`src/rtl/p2s_lanes.sv`:
```
// Parallel-to-serial lane converter: N-bit words out as N/W beats of W bits, LSB- or MSB-lane first.
// First beat appears one cycle after accept; the one-word hold buffer gives gapless streaming, and ser_ready stalls freeze the beat.
module p2s_lanes #(
  parameter int N         = 8,
  parameter int W         = 1,
  parameter bit MSB_FIRST = 1'b0
) (
  input  logic         clk,
  input  logic         rstn,
  input  logic         par_valid,
  input  logic [N-1:0] par_data,
  output logic         par_ready,
  output logic         ser_valid,
  output logic [W-1:0] ser_data,
  output logic         ser_last,
  input  logic         ser_ready,
  output logic         busy
);

  localparam int B  = (W > 0) ? N / W : 1;
  localparam int CW = (B > 1) ? $clog2(B) : 1;

  generate
    if (N < 1 || W < 1 || (N % W) != 0) begin : g_bad_params
      $error("p2s_lanes: N must be >= 1 and a multiple of W");
    end
  endgenerate

  // State is exactly the pair (sr_full, hr_full).
  typedef enum logic [1:0] {
    EMPTY  = 2'b00,
    ACTIVE = 2'b10,
    FULL   = 2'b11
  } state_t;

  state_t        state, state_n;
  logic [N-1:0]  sr, sr_n, sr_shift;
  logic [N-1:0]  hr, hr_n;
  logic [CW-1:0] cnt, cnt_n;
  logic          sr_full, hr_full;
  logic          acc, fire, done;

  assign sr_full = (state != EMPTY);
  assign hr_full = (state == FULL);

  assign par_ready = !hr_full;
  assign ser_valid = sr_full;
  assign busy      = sr_full || hr_full;
  assign ser_last  = sr_full && (cnt == CW'(B - 1));

  assign acc  = par_valid && par_ready;
  assign fire = ser_valid && ser_ready;
  assign done = fire && ser_last;

  generate
    if (B == 1) begin : g_single_beat
      assign sr_shift = '0;
    end else if (MSB_FIRST) begin : g_shift_left
      assign sr_shift = {sr[N-W-1:0], {W{1'b0}}};
    end else begin : g_shift_right
      assign sr_shift = {{W{1'b0}}, sr[N-1:W]};
    end

    if (MSB_FIRST) begin : g_out_msb
      assign ser_data = sr[N-1 -: W];
    end else begin : g_out_lsb
      assign ser_data = sr[W-1:0];
    end
  endgenerate

  always_ff @(posedge clk or negedge rstn) begin
    if (!rstn) begin
      state <= EMPTY;
      sr    <= '0;
      hr    <= '0;
      cnt   <= '0;
    end else begin
      state <= state_n;
      sr    <= sr_n;
      hr    <= hr_n;
      cnt   <= cnt_n;
    end
  end

  always_comb begin
    state_n = state;
    sr_n    = sr;
    hr_n    = hr;
    cnt_n   = cnt;
    case (state)
      EMPTY: begin
        if (acc) begin
          sr_n    = par_data;
          cnt_n   = '0;
          state_n = ACTIVE;
        end
      end
      ACTIVE: begin
        if (done) begin
          // A word offered on the final beat goes straight into the shifter.
          cnt_n = '0;
          if (acc) begin
            sr_n = par_data;
          end else begin
            sr_n    = sr_shift;
            state_n = EMPTY;
          end
        end else begin
          if (fire) begin
            sr_n  = sr_shift;
            cnt_n = cnt + CW'(1);
          end
          if (acc) begin
            hr_n    = par_data;
            state_n = FULL;
          end
        end
      end
      FULL: begin
        if (done) begin
          sr_n    = hr;
          cnt_n   = '0;
          state_n = ACTIVE;
        end else if (fire) begin
          sr_n  = sr_shift;
          cnt_n = cnt + CW'(1);
        end
      end
      default: begin
        state_n = EMPTY;
      end
    endcase
  end

  a_stall_stable: assert property (@(posedge clk) disable iff (!rstn)
    (ser_valid && !ser_ready) |=> (ser_valid && $stable(ser_data) && $stable(ser_last)));

endmodule

```
`config.mk`:
```
export PLATFORM = sky130hd
export DESIGN_NAME = p2s_lanes
export DESIGN_NICKNAME = d
export VERILOG_FILES = /design/src/rtl/p2s_lanes.sv
export SDC_FILE = /design/constraint.sdc
export NUM_CORES = 1
export LEC_CHECK = 0
export BUFFER_PORTS_ARGS = -buffer_cell sky130_fd_sc_hd__buf_2
export CORE_MARGIN = 2
export CORE_UTILIZATION = 51
export CTS_BUF_LIST = sky130_fd_sc_hd__clkbuf_4
export CTS_CLUSTER_DIAMETER = 60
export DETAILED_ROUTE_END_ITERATION = 6
export HOLD_SLACK_MARGIN = 0.08
export PLACE_DENSITY_LB_ADDON = 0.3
export SYNTH_ARGS = -nofsm -noshare
export SYNTH_HDL_FRONTEND = slang
export SYNTH_SLANG_ARGS = --single-unit
```
`constraint.sdc`:
```
create_clock -name clk -period 5.25 [get_ports clk]
set_clock_uncertainty 0.15 [all_clocks]
set_input_delay 0.7875 -clock clk [delete_from_list [all_inputs] [get_ports clk]]
set_output_delay 0.7875 -clock clk [all_outputs]
set_load 0.01 [all_outputs]
```
==> impl_metrics.ini <==
[logic_synthesis]
yosysSeqAreaShare_pct = 34.8
synthTopCellsByArea = dfrtp_1 35%, mux2_2 7.5%, ha_1 5.8%
ys_top_cells_by_count = 21 x dfrtp_1, 19 x nand2_1, 10 x mux2_2
ys_seq_elements = 21
async_flop_share_pct = 100
synth_warnings = 0
syn_area_per_cell_um2 = 10.0
synth.distinct_cells = 35
synthCells = 151
yosys.area.top_type = dfrtp_1
synth-main-ff-cell = dfrtp_1
synth.net_count = 170
synth_most_common_cell = dfrtp_1
synth_edf_count = 0
yosys.area.top_type_share_pct = 34.8
syn-cell-area_um2 = 1510

[global_route]
grtUsageTotal_pct = 20.9
antenna_found_initial = 0
grt_pass1_wl_mm = 5.51
grt.overflow.total = 0
first_global_vias = 1181
grt_max_degree = 22

[die]
dieArea_um2 = 3420
die_w_um = 58.4
row_count = 19
die_h_um = 58.4
initial_core_util_pct = 54.3
core_um2 = 2780
pin_count = 17

[timing]
setup_tns_ps = 0
worst_pin_slew_ps = 958
period_share_pct = 48.4
grt_setup_unrepaired = no
finalSetupViolations = 0
drv_slew = 0
fmax_mhz = 394
min_period_ps = 2540
slew_headroom_pct = 35.9
hold_viol = 0

[detailed_routing]
vias = 1206
drc_errors = 0
ant_nets = 0
wl_per_cell_um = 16.2
firstDrtPassIters = 4
drt-total-wl_mm = 3.12
vias_per_cell = 6.28
drtIter0Drc = 50

[setup_path]
required_ps = 4310
regToRegSetupSlack_ps = 2730
worst_ep_arrival_time_ps = 1600
r2r-end = sr[5]
worstSetupEndpoint = ser_last
worstSetupPathType = reg -> out
cp_max_fo = 11
cp-end-kind = output pin
critPathLaunch = cnt[0]
reg2regPathDepth = 5
regToRegStartpoint = state[0]
startpoint_type = flip-flop

[power_and_ir_drop]
leakage_nw = 0.693
intPower_mw = 0.552
peakVddDrop_v = 0.000388
sequentialPowerShare_pct = 32.9
combPwrFrac_pct = 58.7
clockPowerShare_pct = 8.4
switchingPower_mw = 0.423
powerDensity_nw_per_um2 = 624
switching_share_pct = 43.4

[run_status]
status = finished clean

[clock_network]
cts_tree = done
root_buffer = clkbuf_4
clockBufferDepth = 2
clock_latency_ps = 310
cts_resized = 0
htree_levels = 1
clock_sinks = 21
numCtsBuffers = 3
post_cts_buffers = 0
cts_hold_buffers = 0
path_clk_slew_ps = 120

[placement]
place.gp.congestion = 0.805
post-dp-hpwl_mm = 2.26
io_buffers = 16

[flow_run]
drv_cap = 0

[finish]
drive_gt1_share_pct = 27.3
areaGrowthSynthToFinish_pct = 3.39
post-route-util_pct = 56.2
fin_nets = 181
insertedDiodeCount = 0

[worst_hold_path]
hold_class = in -> async
## power by group through the flow
stage / Sequential, mW / Clock (mW) / Combinational [mW]
global placement: 0.318 / 0 / 0.545
floorplan: 0.303 / 0 / 0.520
finish: 0.321 / 0.0819 / 0.572
CTS: 0.320 / 0.0847 / 0.577
global route: 0.335 / 0.0915 / 0.645
detailed placement: 0.324 / 0 / 0.573
## cells in the final DEF (no fill, tap or decap), types with 2 or more instances in the layout
cell,instances
clkbuf_4,3
o22a_2,7
a21o_1,8
mux2_2,10
o211ai_1,7
o21ai_0,4
nand3b_1,3
nand3_1,5
nor2_1,2
inv_1,5
mux2i_1,7
dfrtp_1,21
buf_2,16
ha_1,7
nand2_1,19
a32oi_1,6
nor2b_1,9
a21oi_1,8
## sequential cells by signal, summed over array words and instances, names as in the netlist
register,cells
hr,8
state,2
sr,8
cnt,3
## worst min-delay path by stage
stage | end | slack (ps) | depth (start not counted) | from
2_1_floorplan | cnt[1] | 300 | 2 | cnt[1]
3_3_place_gp | cnt[2] | 320 | 2 | cnt[2]
3_5_place_dp | cnt[2] | 340 | 2 | cnt[2]
4_1_cts | cnt[2] | 280 | 1 | rstn
5_1_grt | cnt[2] | 290 | 1 | rstn
6_report | state[0] | 270 | 1 | rstn
## critical path: stages, from the launching register on
cell and delay, ps:
dfrtp_1 420, ha_1 210, ha_1 330, nor2b_1 190, buf_2 130
## logic make-up (layout without fill, tap and decap cells)
| kind of cell | after synthesis | in the layout | synth area share, % |
|---|---|---|---|
| and+or+nand+nor | 46 | 46 | 17.1 |
| AOI/OAI and AO/OA | 45 | 45 | 22.7 |
| DFF | 21 | 21 | 34.8 |
| muxes | 17 | 17 | 12.1 |
| buffers and inverters | 15 | 25 | 7.53 |
| adders and majority gates | 7 | 7 | 5.79 |
## cell type report
class / instances / area [µm²]
multi-input cells: 115 / 872
inverters: 5 / 18.8
fillers: 261 / 1220
well taps: 31 / 38.8
repair buffers: 16 / 80.1
flip-flops and latches: 21 / 526
clock buffers: 3 / 22.5
clock inverters: 1 / 5.00
## per-stage QoR
step | setup WS, ps | hold slack (ps) | instance area [µm²] | cells | power, mW
floorplan | 3240 | 304 | 1510 | 151 | 0.824
global placement | 2740 | 318 | 1540 | 188 | 0.863
detailed placement | 2720 | 344 | 1540 | 188 | 0.897
CTS | 2690 | 283 | 1560 | 192 | 0.982
global route | 2500 | 289 | 1560 | 192 | 1.07
finish | 2710 | 267 | 1560 | 192 | 0.975
## routing by layer
layer	wire length, µm	global-route usage, %
met1	1420	27.7
met2	1520	34.8
met3	112	1.98
met4	63	8.97
met5	0	0
No activity file was read; power rests on OpenSTA's default activity.
